**config.mk**
```make
export PLATFORM = sky130hd
export DESIGN_NAME = aud_player
export DESIGN_NICKNAME = d
export VERILOG_FILES = /design/src/rtl/aud_player.sv
export SDC_FILE = /design/constraint.sdc
export NUM_CORES = 1
export LEC_CHECK = 0
export BUFFER_PORTS_ARGS = -buffer_cell sky130_fd_sc_hd__buf_2
export CORE_ASPECT_RATIO = 0.7
export CORE_MARGIN = 1.5
export CORE_UTILIZATION = 57
export CTS_CLUSTER_SIZE = 40
export DETAILED_ROUTE_END_ITERATION = 10
export GPL_TIMING_DRIVEN = 0
export PLACE_DENSITY = 0.82
export RECOVER_POWER = 50
export SLEW_MARGIN = 20
export SYNTH_ARGS = -nofsm -noshare
export SYNTH_HDL_FRONTEND = slang
export SYNTH_SLANG_ARGS = --single-unit
```
**constraint.sdc**
```tcl
create_clock -name i_clk -period 4.85 [get_ports i_clk]
set_clock_uncertainty 0.2 [all_clocks]
set_input_delay 0.97 -clock i_clk [delete_from_list [all_inputs] [get_ports i_clk]]
set_output_delay 0.97 -clock i_clk [all_outputs]
set_load 0.01 [all_outputs]
```
**src/rtl/aud_player.sv**
```systemverilog
// aud_player: SRAM-to-DAC mono playback serializer on the codec bit clock.
// Left-justified, MSB first, with normal/fast/slow rates, pause and stop.
module aud_player #(
   parameter int ADDR_W = 20,
   parameter int DATA_W = 16
) (
   input  logic              i_clk,
   input  logic              i_rst,
   input  logic              i_daclrck,
   input  logic              i_start,
   input  logic              i_pause,
   input  logic              i_stop,
   input  logic [1:0]        i_mode,
   input  logic [2:0]        i_speed,
   input  logic [ADDR_W-1:0] i_end_addr,
   input  logic [DATA_W-1:0] i_sram_data,
   output logic [ADDR_W-1:0] o_address,
   output logic              o_dacdat,
   output logic [1:0]        o_state,
   output logic              o_done
);

   typedef enum logic [1:0] {
      S_IDLE  = 2'd0,
      S_PAUSE = 2'd1,
      S_SEND  = 2'd2,
      S_WAIT  = 2'd3
   } state_t;

   localparam int CNT_W = $clog2(DATA_W);
   localparam logic [CNT_W-1:0] LAST_BIT = CNT_W'(DATA_W - 1);

   state_t            state;
   logic [DATA_W-1:0] shreg;
   logic [DATA_W-1:0] sample;
   logic [CNT_W-1:0]  bit_cnt;
   logic [2:0]        rpt_cnt;
   logic              lrc_p;
   logic              term;
   logic              slot_r;

   logic              left_edge;
   logic              right_edge;
   logic              hold;
   logic              over;
   logic [ADDR_W:0]   step;
   logic [ADDR_W:0]   next_addr;

   assign left_edge  = lrc_p & ~i_daclrck;
   assign right_edge = ~lrc_p & i_daclrck;

   assign o_dacdat = (state == S_SEND) & shreg[DATA_W-1];
   assign o_state  = state;

   // One extra address bit so a step past the top of memory
   // is seen as "beyond the end" instead of wrapping to zero.
   always_comb begin
      step = (ADDR_W+1)'(1);
      hold = 1'b0;
      case (i_mode)
         2'b01: step = (ADDR_W+1)'(i_speed) + (ADDR_W+1)'(1);
         2'b10: hold = (rpt_cnt < i_speed);
         default: step = (ADDR_W+1)'(1);
      endcase
      next_addr = {1'b0, o_address} + step;
      over      = ~hold & (next_addr > {1'b0, i_end_addr});
   end

   always_ff @(posedge i_clk or posedge i_rst) begin
      if (i_rst) begin
         state     <= S_IDLE;
         o_address <= '0;
         o_done    <= 1'b0;
         shreg     <= '0;
         sample    <= '0;
         bit_cnt   <= '0;
         rpt_cnt   <= '0;
         lrc_p     <= 1'b0;
         term      <= 1'b0;
         slot_r    <= 1'b0;
      end else begin
         lrc_p  <= i_daclrck;
         o_done <= 1'b0;
         unique case (state)
            S_IDLE: begin
               if (!i_stop && i_start) begin
                  o_address <= '0;
                  rpt_cnt   <= '0;
                  term      <= 1'b0;
                  state     <= S_WAIT;
               end
            end
            S_PAUSE: begin
               if (i_stop)
                  state <= S_IDLE;
               else if (i_start)
                  state <= S_WAIT;
            end
            S_WAIT: begin
               if (i_stop) begin
                  state <= S_IDLE;
               end else if (i_pause) begin
                  state <= S_PAUSE;
               end else if (left_edge) begin
                  shreg   <= i_sram_data;
                  sample  <= i_sram_data;
                  bit_cnt <= '0;
                  slot_r  <= 1'b0;
                  state   <= S_SEND;
                  if (hold) begin
                     rpt_cnt <= rpt_cnt + 3'd1;
                  end else begin
                     rpt_cnt <= '0;
                     if (over)
                        term <= 1'b1;
                     else
                        o_address <= next_addr[ADDR_W-1:0];
                  end
               end else if (right_edge) begin
                  shreg   <= sample;
                  bit_cnt <= '0;
                  slot_r  <= 1'b1;
                  state   <= S_SEND;
               end
            end
            S_SEND: begin
               if (i_stop) begin
                  state <= S_IDLE;
               end else if (i_pause) begin
                  state <= S_PAUSE;
               end else if (bit_cnt == LAST_BIT) begin
                  // Data runs out only after the right slot of the last frame.
                  if (term && slot_r) begin
                     state  <= S_IDLE;
                     o_done <= 1'b1;
                     term   <= 1'b0;
                  end else begin
                     state <= S_WAIT;
                  end
               end else begin
                  shreg   <= {shreg[DATA_W-2:0], 1'b0};
                  bit_cnt <= bit_cnt + 1'b1;
               end
            end
         endcase
      end
   end

endmodule

```
== After elaboration in Yosys (flattened, before gate mapping) ==
Index checks and enable logic that the tools add are counted.

* Add/subtract/negate cells: 4
* Multiply operators: 0
* Div/mod/pow operators: 0
* $lt $le $gt $ge: 2
* Equal/unequal tests: 22
* Shift operators: 0
* Muxes and demuxes: 61
* Bitwise gates (word level): 9
* Reductions and logical operators: 15

{| class="wikitable"
|+ Operator list
! cell !! number
|-
| 2-to-1 mux 20 bit || 6
|-
| 2-to-1 mux 16 bit || 7
|-
| case mux 20 bit (2 select lines) || 1
|-
| 2-to-1 mux 4 bit || 8
|-
| case mux 16 bit (2 select lines) || 1
|-
| 2-to-1 mux 2 bit || 11
|-
| adder 20 x 21 -> 21 bit || 1
|-
| greater-than comparator 21 x 20 -> 1 bit || 1
|-
| != test 2 bit, second input constant || 10
|-
| 2-to-1 mux 1 bit || 18
|-
| 2-to-1 mux 3 bit || 5
|-
| AND reduction 7 bit || 2
|-
| AND reduction 4 bit || 3
|-
| AND reduction 11 bit || 1
|-
| case mux 2 bit (4 select lines) || 1
|-
| case mux 4 bit (2 select lines) || 1
|-
| equality test 2 bit, second input constant || 3
|-
| != test 3 bit, second input constant || 2
|-
| case mux 3 bit (2 select lines) || 1
|-
| nonzero test 2 bit || 3
|-
| != test 5 bit, second input constant || 1
|-
| NOT 1 bit || 5
|-
| AND reduction 5 bit || 1
|-
| adder 3 x 1 -> 4 bit, second input constant || 1
|-
| 13 further kinds || 19
|}

* Flip-flop bits (word level): 65
* Latch bits: 0
* Bits in writable memories: 0
* ROM bits: 0
* Input port bits: 47
* Output and inout port bits: 24
* Memories: 0

== Depth between registers and ports, before layout ==
Gate-level depths: netlist of run 1.

* Word-level depth: 11
* Gate-level depth with buffers: 19
* Depth with buffers taken out: 18

== Worst setup path after synthesis of run 1 ==
No wires, ideal clock.

* Path type: input to register
* From: input i_speed[0]
* To: register o_address[13]
* Library setup time: 0.133 ns
* Data arrival time: 4.486 ns
* Data required time: 4.517 ns
* Setup slack: 0.031 ns
* Stages on the path: 17
* Buffers on the path: 0
* Path through: ha_1 > and2_1 > fa_1 > a21oi_1 > nor2_1 > nor2_2 > nor3_1 > and4_1 > xor2_1 > ha_1 > nand4_1 > nor3_1 > a221o_1 > o31a_1 > o21a_2 > o311ai_2 > o31ai_2

* Longest elaborated chain between the ends: 9
* Elaborated cells on any way between the ends: 17
* Those cells by class: add/sub: 2; order compare: 2; eq/ne: 2; mux: 8; bitwise: 2; reduce/logical: 1

{| class="wikitable"
|+ Ends and longest elaborated chain
! item !! RTL line !! RTL
|-
| start, declared || 14 || <nowiki>input logic [2:0] i_speed,</nowiki>
|-
| parallel branches: the longest is 9 deep, another holds adder 20 x 21 -> 21 bit || n/a ||
|-
| end signal, assigned || 117 || <nowiki>o_address <= next_addr[ADDR_W-1:0];</nowiki>
|-
| end, declared || 17 || <nowiki>output logic [ADDR_W-1:0] o_address,</nowiki>
|}

Parallel ways; which one is timed is not known. The select of a mux whose other input is x is not followed.
A chain may end at the register's enable or synchronous reset.

== Final worst setup path of run 1 ==
* From: input i_speed[0]
* To: register o_address[17]

The elaborated chain is that of the path after synthesis.

==> results of run 1 <==
[worst paths after layout]
path,endpoint,cells past startpoint
worst min-delay path,shreg[15]$_DFFE_PP0P_,2
min in group asynchronous,sample[10]$_DFFE_PP0P_,2
worst max register to register,o_address[17]$_DFFE_PP0P_,18
worst min register to register,shreg[15]$_DFFE_PP0P_,2
worst max-delay path,o_address[17]$_DFFE_PP0P_,21
max in group asynchronous,o_address[3]$_DFFE_PP0P_,3
[cell usage after synthesis (3+ instances only)]
cell      instances
inv_1            28
mux2i_1          16
nand4_1          10
nor2b_1           3
o21ai_0          29
nand2_1          43
o21a_1            3
a21oi_1          28
xor2_1            6
o21ai_1           4
a22o_1           15
dfrtp_1          65
clkbuf_1         12
nor3_1            6
ha_1             30
nor2_1           27
and3_1            3
or3_1             4
nand3_1           5
o211ai_1          4
xnor2_1          11
mux2_2           17
and2_1            4
nand2b_1          3
o31ai_1           3
[stage by stage]
step | setup WS [ns] | util | area [sq um] | hold WS, ns | setup TNS, ns
after floorplan | 0.03094 | - | 4074 | 0.2418 | 0
after global placement | -0.5270 | 0.6661 | 4542 | 0.2621 | -9.603
after detailed placement | -0.6332 | 0.6694 | 4564 | 0.2629 | -11.81
after CTS | 0.005558 | 0.7123 | 4857 | 0.2787 | 0
after global routing | -0.08123 | 0.7461 | 5087 | 0.2936 | -0.3087
final | 0.03904 | 0.7461 | 5087 | 0.2726 | 0
[cells by family (layout without fill, tap and decap cells)]
kind of cell	Yosys count	count (layout)	share of synthesized area
XOR/XNOR	17	17	0.03655
multiplexers	33	33	0.08630
adder cells (fa/ha/maj)	31	31	0.09705
buffers and inverters	45	147	0.04576
AND/OR/NAND/NOR	126	126	0.1560
flip-flops	65	65	0.3993
AO/OA/AOI/OAI	108	108	0.1791
[routing by layer]
layer | GRT usage | wire (um) | vias to the layer above
met2 | 0.4422 | 5075 | 149
met5 | 0 | 0 | -
met3 | 0.06122 | 667 | 15
met1 | 0.3760 | 4821 | 1798
li1 | - | - | 1712
met4 | 0.06790 | 109 | 0
[cell type report]
cell class	instances	area, sq um
Sequential cell	65	1627
Buffer	17	81.33
Clock inverter	6	91.34
Timing Repair Buffer	86	451.7
Clock buffer	10	137.6
Tap cell	94	117.6
Multi-Input combinational cell	315	2475
Fill cell	509	1732
Inverter	28	106.4
[registers in the layout (all words and copies together), names as in the netlist]
signal	cells
o_state	2
rpt_cnt	3
slot_r	1
shreg	16
sample	16
bit_cnt	4
o_address	20
term	1
o_done	1
lrc_p	1
[report_power, final]
group	internal, mW	total [mW]	switching [mW]
clock network	0.304	0.534	0.230
logic	0.106	0.245	0.139
registers	0.615	0.659	0.0440
[worst max-delay path: stages]
cell	delay [ns]
buf_2	0.11
ha_2	0.18
xor2_1	0.13
and2_1	0.18
ha_4	0.31
a21oi_2	0.07
nor2_2	0.16
nor2_4	0.08
buf_4	0.19
nor2_4	0.12
nand3_1	0.13
xnor2_2	0.16
ha_1	0.33
a21oi_2	0.14
o21ai_1	0.09
a221o_1	0.35
o31a_1	0.31
buf_4	0.16
o21a_4	0.23
o311ai_1	0.28
o31ai_1	0.12
[layout by cell type, fill, tap and decap left out, types with 4 or more instances in the layout]
cell type,n
a21oi_1,26
a22o_1,15
buf_2,63
buf_4,14
clkbuf_1,23
clkbuf_8,10
dfrtp_1,65
ha_1,25
inv_1,27
mux2_2,17
mux2i_1,16
nand2_1,42
nand3_1,5
nand4_1,10
nor2_1,23
nor3_1,5
o211ai_1,4
o21ai_0,29
o21ai_1,4
or3_1,4
xnor2_1,8
xor2_1,4
[repair_timing]
| item | CTS | global route |
|---|---|---|
| pin swaps | 6 | 24 |
| cloned | 0 | 1 |
| setup endpoints to repair | 21 | 21 |
| buffers inserted | 5 | 9 |
| gates resized for setup | 6 | 31 |
==> flow_summary.json, run 1 <==
{
  "setup.worst_path.start": "i_speed[0]",
  "r2r-start": "o_address[0]$_DFFE_PP0P_",
  "drc_errors": 0,
  "violations": "max-capacitance violations, max-slew violations",
  "ys.flop_type": "dfrtp_1",
  "yosys-top-cells-area": "dfrtp_1 40%, ha_1 9.2%, mux2_2 4.7%",
  "grt-ovfl-total": 0,
  "post-route-min-period_ns": 4.811,
  "cts_hold_buf": 0,
  "worst_ir_drop_vdd_uv": 224.5,
  "rows": 25,
  "cts_buffer_depth": 2,
  "ioPinCount": 71,
  "ys_seq_area_frac": 0.3993,
  "cts-buffers-inserted": 9,
  "start_kind": "primary input",
  "power.density_mw_per_mm2": 282.5,
  "synthDistinctLibCells": 60,
  "nets": 600,
  "arrival_ns": 4.84,
  "required_ns": 4.88,
  "hpwl_um": 7321,
  "yosys.area.top_type_share": 0.3993,
  "final_cells": 621,
  "syn-cell-area_sq_mm": 0.004074,
  "gp_congestion": 0.9210,
  "yosysTopAreaCell": "dfrtp_1",
  "clkLatencyLatePin_ns": 0.36,
  "h-tree-depth": 3,
  "cts_root_buf": "clkbuf_8",
  "drt-initial-drc-count": 303,
  "hp-class": "flip-flop to flip-flop",
  "viasPerCell": 5.916,
  "start_util": 0.5974,
  "async_reset_ff_frac": 1.000,
  "crit_type": "primary input to flip-flop",
  "antenna_found_initial": 0,
  "synth-edff-count": 0,
  "syn_nets": 503,
  "cts_tree": "yes",
  "dieArea_sq_mm": 0.007671,
  "grt_max_degree": 43,
  "r2r_slack_ns": 0.58,
  "avgRoutedWirePerCell_um": 17.19,
  "setup_viol": 0,
  "area_growth_pct": 24.88,
  "status": "finished, violations left",
  "dieHeight_um": 73.73,
  "ant_nets": 0,
  "drive_gt1_frac": 0.2960,
  "grt_pass1_wl_um": 16350,
  "maxCapViolations": 1,
  "p_total_mw": 1.437,
  "num_vias": 3674,
  "leakagePower_nw": 2.488,
  "syn_area_per_cell_sq_um": 9.586,
  "tightest_slew_ns": 2.255,
  "first_global_vias": 3411,
  "endpoint_kind": "flip-flop",
  "path_clk_slew_ns": 0.08,
  "fin_crit_sh": 0.9920,
  "crit_path_max_fanout": 7,
  "hold_viol": 0,
  "first_pass_iters": 7,
  "drv_slew": 43,
  "min_from": "shreg[15]$_DFFE_PP0P_",
  "grt_util_all_layers": 0.2725,
  "yosys_register_bits": 65,
  "relSlewSlack": -0.5035,
  "netlist_instances": 425,
  "drt_wl_total_um": 10670,
  "io_buffers": 70,
  "yosys_warnings": 0,
  "cts_num_sinks": 65,
  "dpl.cell_count": 590,
  "core_sq_mm": 0.006819,
  "max_freq_mhz": 207.9,
  "die_width_um": 104.0,
  "diodes": 0
}
No activity file was read; power rests on OpenSTA's default activity.
==> inputs of run 2 (changes only) <==
Settings changed: CORE_ASPECT_RATIO 0.7 to default.
==> run 2 against run 1 <==
The run still ends with max-capacitance violations, max-slew violations left. Setup slack better by 0.079 ns. Routed wire length down 9.4%. Die area down 0.10%. Clock power down 4%. Largest cell class unchanged. Largest power group unchanged. Utilization down 2.1 points. Maximum frequency up 1.7%. Flip-flop and latch count unchanged. Non-clock buffer count down 6.
==> flow_summary.json, run 2 (synthesis results as in run 1) <==
{
  "status": "finished, violations left",
  "violations": "max-capacitance violations, max-slew violations",
  "crit_path_max_fanout": 5,
  "switching_share": 0.2833,
  "cts_tree": "yes",
  "arrival_ns": 4.78,
  "cts_buffer_depth": 2,
  "power.density_mw_per_mm2": 282.0,
  "first_pass_iters": 5,
  "critPathMaxStageDelay_ns": 0.36,
  "cts_num_sinks": 65,
  "antenna_found_initial": 0,
  "drt_wl_total_um": 9670,
  "clkLatencyLatePin_ns": 0.35,
  "h-tree-depth": 3,
  "dieArea_sq_mm": 0.007663,
  "tightest_slew_ns": 2.595,
  "layout_commonest_cell": "dfrtp_1",
  "setup_viol": 0,
  "cp_top_family": "simple AND/OR/NAND/NOR gates",
  "hpwl_um": 6822,
  "p_sw_uw": 397.7,
  "grt_max_degree": 50,
  "setup.worst_path.start": "i_speed[0]",
  "ioPinCount": 71,
  "clkPwrFrac": 0.366,
  "area_growth_pct": 22.17,
  "path_clk_slew_ns": 0.07,
  "relSlewSlack": -0.7301,
  "post-route-min-period_ns": 4.732,
  "grt_pass1_wl_um": 15260,
  "worst_ir_drop_vdd_uv": 207.4,
  "cp_cell_sequence": "buf_2 > ha_1 > xor2_1 > and2_1 > ha_4 > a21oi_2 > nor2_2 > nor2_4 > buf_4 > nor2_2 > nand4_1 > xnor2_1 > ha_1 > nand4_1 > nor3_1 > a221o_1 > o31a_1 > buf_4 > or3_4 > o31ai_1",
  "p_comb_frac": 0.166,
  "io_buffers": 70,
  "crit_slowest_cell": "or3_4",
  "rows": 30,
  "cts_root_buf": "clkbuf_8",
  "drt-initial-drc-count": 218,
  "start_util": 0.5931,
  "crit_type": "primary input to flip-flop",
  "fin_hold_ws_ns": 0.2804,
  "final_cell_mix": "65 x dfrtp_1, 63 x buf_2, 43 x nand2_1",
  "hold_viol": 0,
  "max_freq_mhz": 211.3,
  "grt_util_all_layers": 0.2581,
  "diodes": 0,
  "die_width_um": 87.54,
  "viasPerCell": 5.715,
  "largest-register": "o_address",
  "drc_errors": 0,
  "hp-class": "flip-flop to flip-flop",
  "drv_slew": 50,
  "nFillCells": 512,
  "r2r-start": "o_address[0]$_DFFE_PP0P_",
  "num_vias": 3526,
  "ant_nets": 0,
  "core_sq_mm": 0.006869,
  "start_kind": "primary input",
  "cts-buffers-inserted": 9,
  "grt-ovfl-total": 0,
  "gp_congestion": 0.8998,
  "seq_power_share": 0.468,
  "reg_top3": "o_address: 20 flops, sample: 16 flops, shreg: 16 flops",
  "nets": 594,
  "dieHeight_um": 87.54,
  "fin_crit_sh": 0.9757,
  "largest_register_ffs": 20,
  "p_total_mw": 1.404,
  "endpoint_kind": "flip-flop",
  "leakagePower_nw": 2.443,
  "min_from": "shreg[15]$_DFFE_PP0P_",
  "critPathBufInv": 3,
  "avgRoutedWirePerCell_um": 15.67,
  "first_global_vias": 3300,
  "required_ns": 4.90,
  "drive_gt1_frac": 0.2745,
  "maxCapViolations": 1,
  "p_int_mw": 1.006
}
[run 2: changes by cell type in the layout (fill, tap and decap cells not counted), moves of 2 or more]
cell | before | now
xnor2_2 | 3 | 0
clkinv_2 | 0 | 2
ha_1 | 25 | 27
xnor2_1 | 8 | 11
clkinvlp_4 | 3 | 1
ha_2 | 2 | 0
buf_4 | 14 | 9
[run 2: per-layer routing]
metal,track usage,wire length [um]
met5,0,0
met4,0.07504,99
met3,0.05749,410
met2,0.4259,4688
met1,0.3429,4471
[run 2: power groups by stage]
stage,Combinational [mW],Clock (mW),Sequential (mW)
after global placement,0.215,0,0.662
final,0.233,0.514,0.657
after detailed placement,0.230,0,0.665
after floorplan,0.163,0,0.657
after global routing,0.267,0.542,0.665
after CTS,0.232,0.519,0.655
[run 2: final timing paths]
path | endpoint | slack, ns | depth (start not counted)
worst max-delay path | o_address[4]$_DFFE_PP0P_ | 0.12 | 20
worst min-delay path | shreg[15]$_DFFE_PP0P_ | 0.28 | 2
worst max register to register | o_address[4]$_DFFE_PP0P_ | 0.69 | 17
worst min register to register | shreg[15]$_DFFE_PP0P_ | 0.28 | 2
max in group asynchronous | sample[0]$_DFFE_PP0P_ | 1.05 | 3
min in group asynchronous | sample[6]$_DFFE_PP0P_ | 0.53 | 2
[run 2: final cells by class]
type,instances,area [sq um],share of cell area
multi-input cells,315,2414,0.4849
well taps,96,120.1,0.02413
flip-flops and latches,65,1627,0.3268
clock inverters,7,95.09,0.01911
clock buffers,9,123.9,0.02489
repair buffers,80,410.4,0.08245
plain buffers,17,81.33,0.01634
inverters,28,106.4,0.02137
[run 2: what timing repair did]
item	in CTS	in global routing
gates resized for setup	7	19
pin swaps	3	8
setup endpoints to repair	21	21
buffers inserted	4	5
cloned	0	0
hold buffers	0	0
hold endpoints to repair	0	0
[run 2: tightest hold or removal path: cells and delay by family, from the launching register on]
| kind | cells | cell delay (ns) |
|---|---|---|
| compound gates | 1 | 0.06 |
| flops | 1 | 0.34 |
| simple gates | 1 | 0.04 |
[run 2: stage by stage]
stage               utilization  TNS [ns]  instances  instance area, sq um  setup WS (ns)
global placement         0.6616    -9.053        591                  4544        -0.4945
CTS                      0.7073         0        612                  4858        0.01799
floorplan                     -         0        425                  4074        0.03094
finish                   0.7246         0        617                  4977         0.1178
global route             0.7246  -0.04107        617                  4977       -0.01428
detailed placement       0.6659    -12.31        592                  4574        -0.6578
==> inputs of run 3 (changes only) <==
==> constraint.sdc (replaced) <==
create_clock -name i_clk -period 4.85 [get_ports i_clk]
set_clock_uncertainty 0.2 [all_clocks]
set_input_delay 0.485 -clock i_clk [delete_from_list [all_inputs] [get_ports i_clk]]
set_output_delay 0.485 -clock i_clk [all_outputs]
set_load 0.01 [all_outputs]
==> run 3 against run 2 <==
Combinational power shrank 3%. The run still ends with max-capacitance violations, max-slew violations left. Utilization shrank 3.0 points. Largest cell class unchanged. Setup slack gained 0.17 ns. Critical endpoint is now o_address[10]$_DFFE_PP0P_. Non-clock buffer count shrank 8. Sequential share of layout area grew 1.4 points. Critical path type unchanged.
==> flow_summary.json, run 3 (synthesis results as in run 1) <==
{
  "status": "finished, violations left",
  "violations": "max-capacitance violations, max-slew violations",
  "nFillCells": 551,
  "seq_area_sq_mm": 0.001627,
  "crit_cells": 19,
  "max_freq_mhz": 219.3,
  "drive_gt1_frac": 0.2222,
  "met2_length_um": 4404,
  "ioPinCount": 71,
  "reg_top3": "o_address: 20 flops, sample: 16 flops, shreg: 16 flops",
  "setup_viol": 0,
  "reg2regPathDepth": 17,
  "largest-register": "o_address",
  "largest_register_ffs": 20,
  "grt_pass1_wl_um": 14930,
  "arrival_ns": 4.65,
  "gp_congestion": 0.8998,
  "ant_nets": 0,
  "first_pass_iters": 4,
  "worst_ir_drop_vdd_uv": 207.1,
  "rows": 30,
  "start_util": 0.5931,
  "cp_cell_sequence": "buf_2 > ha_1 > and2_1 > ha_1 > a21o_1 > a21oi_1 > o21bai_1 > nand3b_1 > o21a_1 > or2_2 > ha_1 > nand3_2 > nor4_2 > a21boi_1 > o31a_1 > nor2_2 > o21ai_4 > buf_6 > a22o_1",
  "dieArea_sq_mm": 0.007663,
  "cts_buffer_depth": 2,
  "endpoint_kind": "flip-flop",
  "drv_slew": 50,
  "hp-class": "primary input to flip-flop",
  "start_kind": "primary input",
  "hpwl_um": 6822,
  "maxCapViolations": 1,
  "setup-tns-final_ns": 0,
  "crit_slowest_cell": "nor4_2",
  "cp_top_family": "compound AO/OA/AOI/OAI gates",
  "crit_path_end": "o_address[10]$_DFFE_PP0P_",
  "grt_util_all_layers": 0.2516,
  "place_ws_ns": -0.1728,
  "h-tree-depth": 3,
  "multi_input_comb_area_sq_mm": 0.002266,
  "num_vias": 3438,
  "post-route-min-period_ns": 4.560,
  "crit_path_max_fanout": 10,
  "leakagePower_nw": 2.359,
  "critPathBufInv": 2,
  "hold_viol": 0,
  "cts_root_buf": "clkbuf_8",
  "io_buffers": 70,
  "fin_hold_ws_ns": 0.08115,
  "r2r_slack_ns": 0.42,
  "core_sq_mm": 0.006869,
  "area_growth_pct": 17.05,
  "cts_tree": "yes",
  "dieHeight_um": 87.54,
  "top_layer": "met4",
  "drt_wl_total_um": 9039,
  "crit_path_frequent_cell": "ha_1",
  "worst_slack_ns": 0.2897,
  "final_area_sq_mm": 0.004768,
  "final_cell_mix": "65 x dfrtp_1, 60 x buf_2, 43 x nand2_1",
  "setup.worst_path.start": "i_speed[0]",
  "clkLatencyLatePin_ns": 0.34,
  "critPathMaxStageDelay_ns": 0.44,
  "wl_met1_um": 4134,
  "fin_crit_sh": 0.9403,
  "drc_errors": 0,
  "antenna_found_initial": 0,
  "nets": 586,
  "diodes": 0,
  "placed_area_sq_mm": 0.004574,
  "cts-buffers-inserted": 9,
  "route.met3.wl_um": 403,
  "layout_commonest_cell": "dfrtp_1",
  "die_width_um": 87.54,
  "cts_num_sinks": 65,
  "r2r-start": "o_address[0]$_DFFE_PP0P_",
  "drt-initial-drc-count": 138,
  "rr_endpoint": "o_address[10]$_DFFE_PP0P_",
  "path_clk_slew_ns": 0.08,
  "grt_max_degree": 50,
  "grt-ovfl-total": 0,
  "power.density_mw_per_mm2": 292.3,
  "first_global_vias": 3276,
  "viasPerCell": 5.645,
  "crit_type": "primary input to flip-flop",
  "avgRoutedWirePerCell_um": 14.84,
  "tightest_slew_ns": 2.550,
  "relSlewSlack": -0.7000,
  "required_ns": 4.94,
  "rsz0062_at_grt": "no"
}
==> run 3: changes by cell type in the layout (fill, tap and decap cells not counted), moves of 2 or more <==
cell,change
buf_4,-9
xor2_1,+2
ha_4,-3
ha_1,+3
xor2_2,-2
buf_2,-3
clkbuf_1,+3
nor2_2,-3
nor3_4,-2
nor2_1,+4
a21oi_1,+2
==> run 3: area by class of cell <==
cell class              count  area share
plain buffers              17     0.01706
clock buffers               9     0.02598
clock inverters             7     0.01994
inverters                  28     0.02230
multi-input cells         315      0.4752
flip-flops and latches     65      0.3411
well taps                  96     0.02519
repair buffers             72     0.07321
==> run 3: how the worst min path moves through the flow <==
| stage | slack [ns] | from | cells after the start | endpoint |
|---|---|---|---|---|
| floorplan | 0.24 | shreg[15]$_DFFE_PP0P_ | 2 | shreg[15]$_DFFE_PP0P_ |
| global placement | 0.26 | shreg[15]$_DFFE_PP0P_ | 2 | shreg[15]$_DFFE_PP0P_ |
| detailed placement | 0.26 | i_rst | 2 | sample[8]$_DFFE_PP0P_ |
| CTS | 0.05 | i_daclrck | 1 | lrc_p$_DFF_PP0_ |
| global route | 0.07 | i_daclrck | 1 | lrc_p$_DFF_PP0_ |
| finish | 0.08 | i_daclrck | 1 | lrc_p$_DFF_PP0_ |
==> run 3: worst register-to-register path, stage by stage, from the launching register on <==
cell	delay [ns]
dfrtp_1	0.42
ha_1	0.24
fa_1	0.40
a21oi_1	0.18
nor2_1	0.08
nor2_4	0.24
nor3_1	0.13
and4_1	0.23
xor2_1	0.16
ha_1	0.32
nand4_1	0.17
nor4_2	0.44
a21boi_1	0.24
o31a_1	0.28
nor2_2	0.07
o21ai_4	0.23
buf_6	0.19
a22o_1	0.15
==> run 3: repair_timing <==
| action | CTS | global route |
|---|---|---|
| hold endpoints to repair | 16 | 0 |
| buffers inserted | 0 | 0 |
| setup endpoints to repair | 0 | 13 |
| resized for setup | 0 | 1 |
| hold buffers | 1 | 0 |
==> run 3: metrics by stage <==
| step | power, mW | std cells | utilization |
|---|---|---|---|
| after floorplan | 0.8200 | 425 | - |
| after global placement | 0.8768 | 591 | 0.6616 |
| after detailed placement | 0.8950 | 592 | 0.6659 |
| after CTS | 1.406 | 609 | 0.6993 |
| after global routing | 1.468 | 609 | 0.6942 |
| final | 1.394 | 609 | 0.6942 |
==> run 3: report_power, final <==
group	internal, mW	total (mW)	switching (mW)
logic	0.100	0.227	0.127
registers	0.615	0.656	0.0410
clock network	0.289	0.511	0.222
total	1.00	1.39	0.390
==> run 3: metal layers <==
layer / up-vias / global-route usage
li1: 1689 / -
met1: 1641 / 0.3333
met2: 97 / 0.4133
met3: 11 / 0.05844
met4: 0 / 0.07504
met5: - / 0
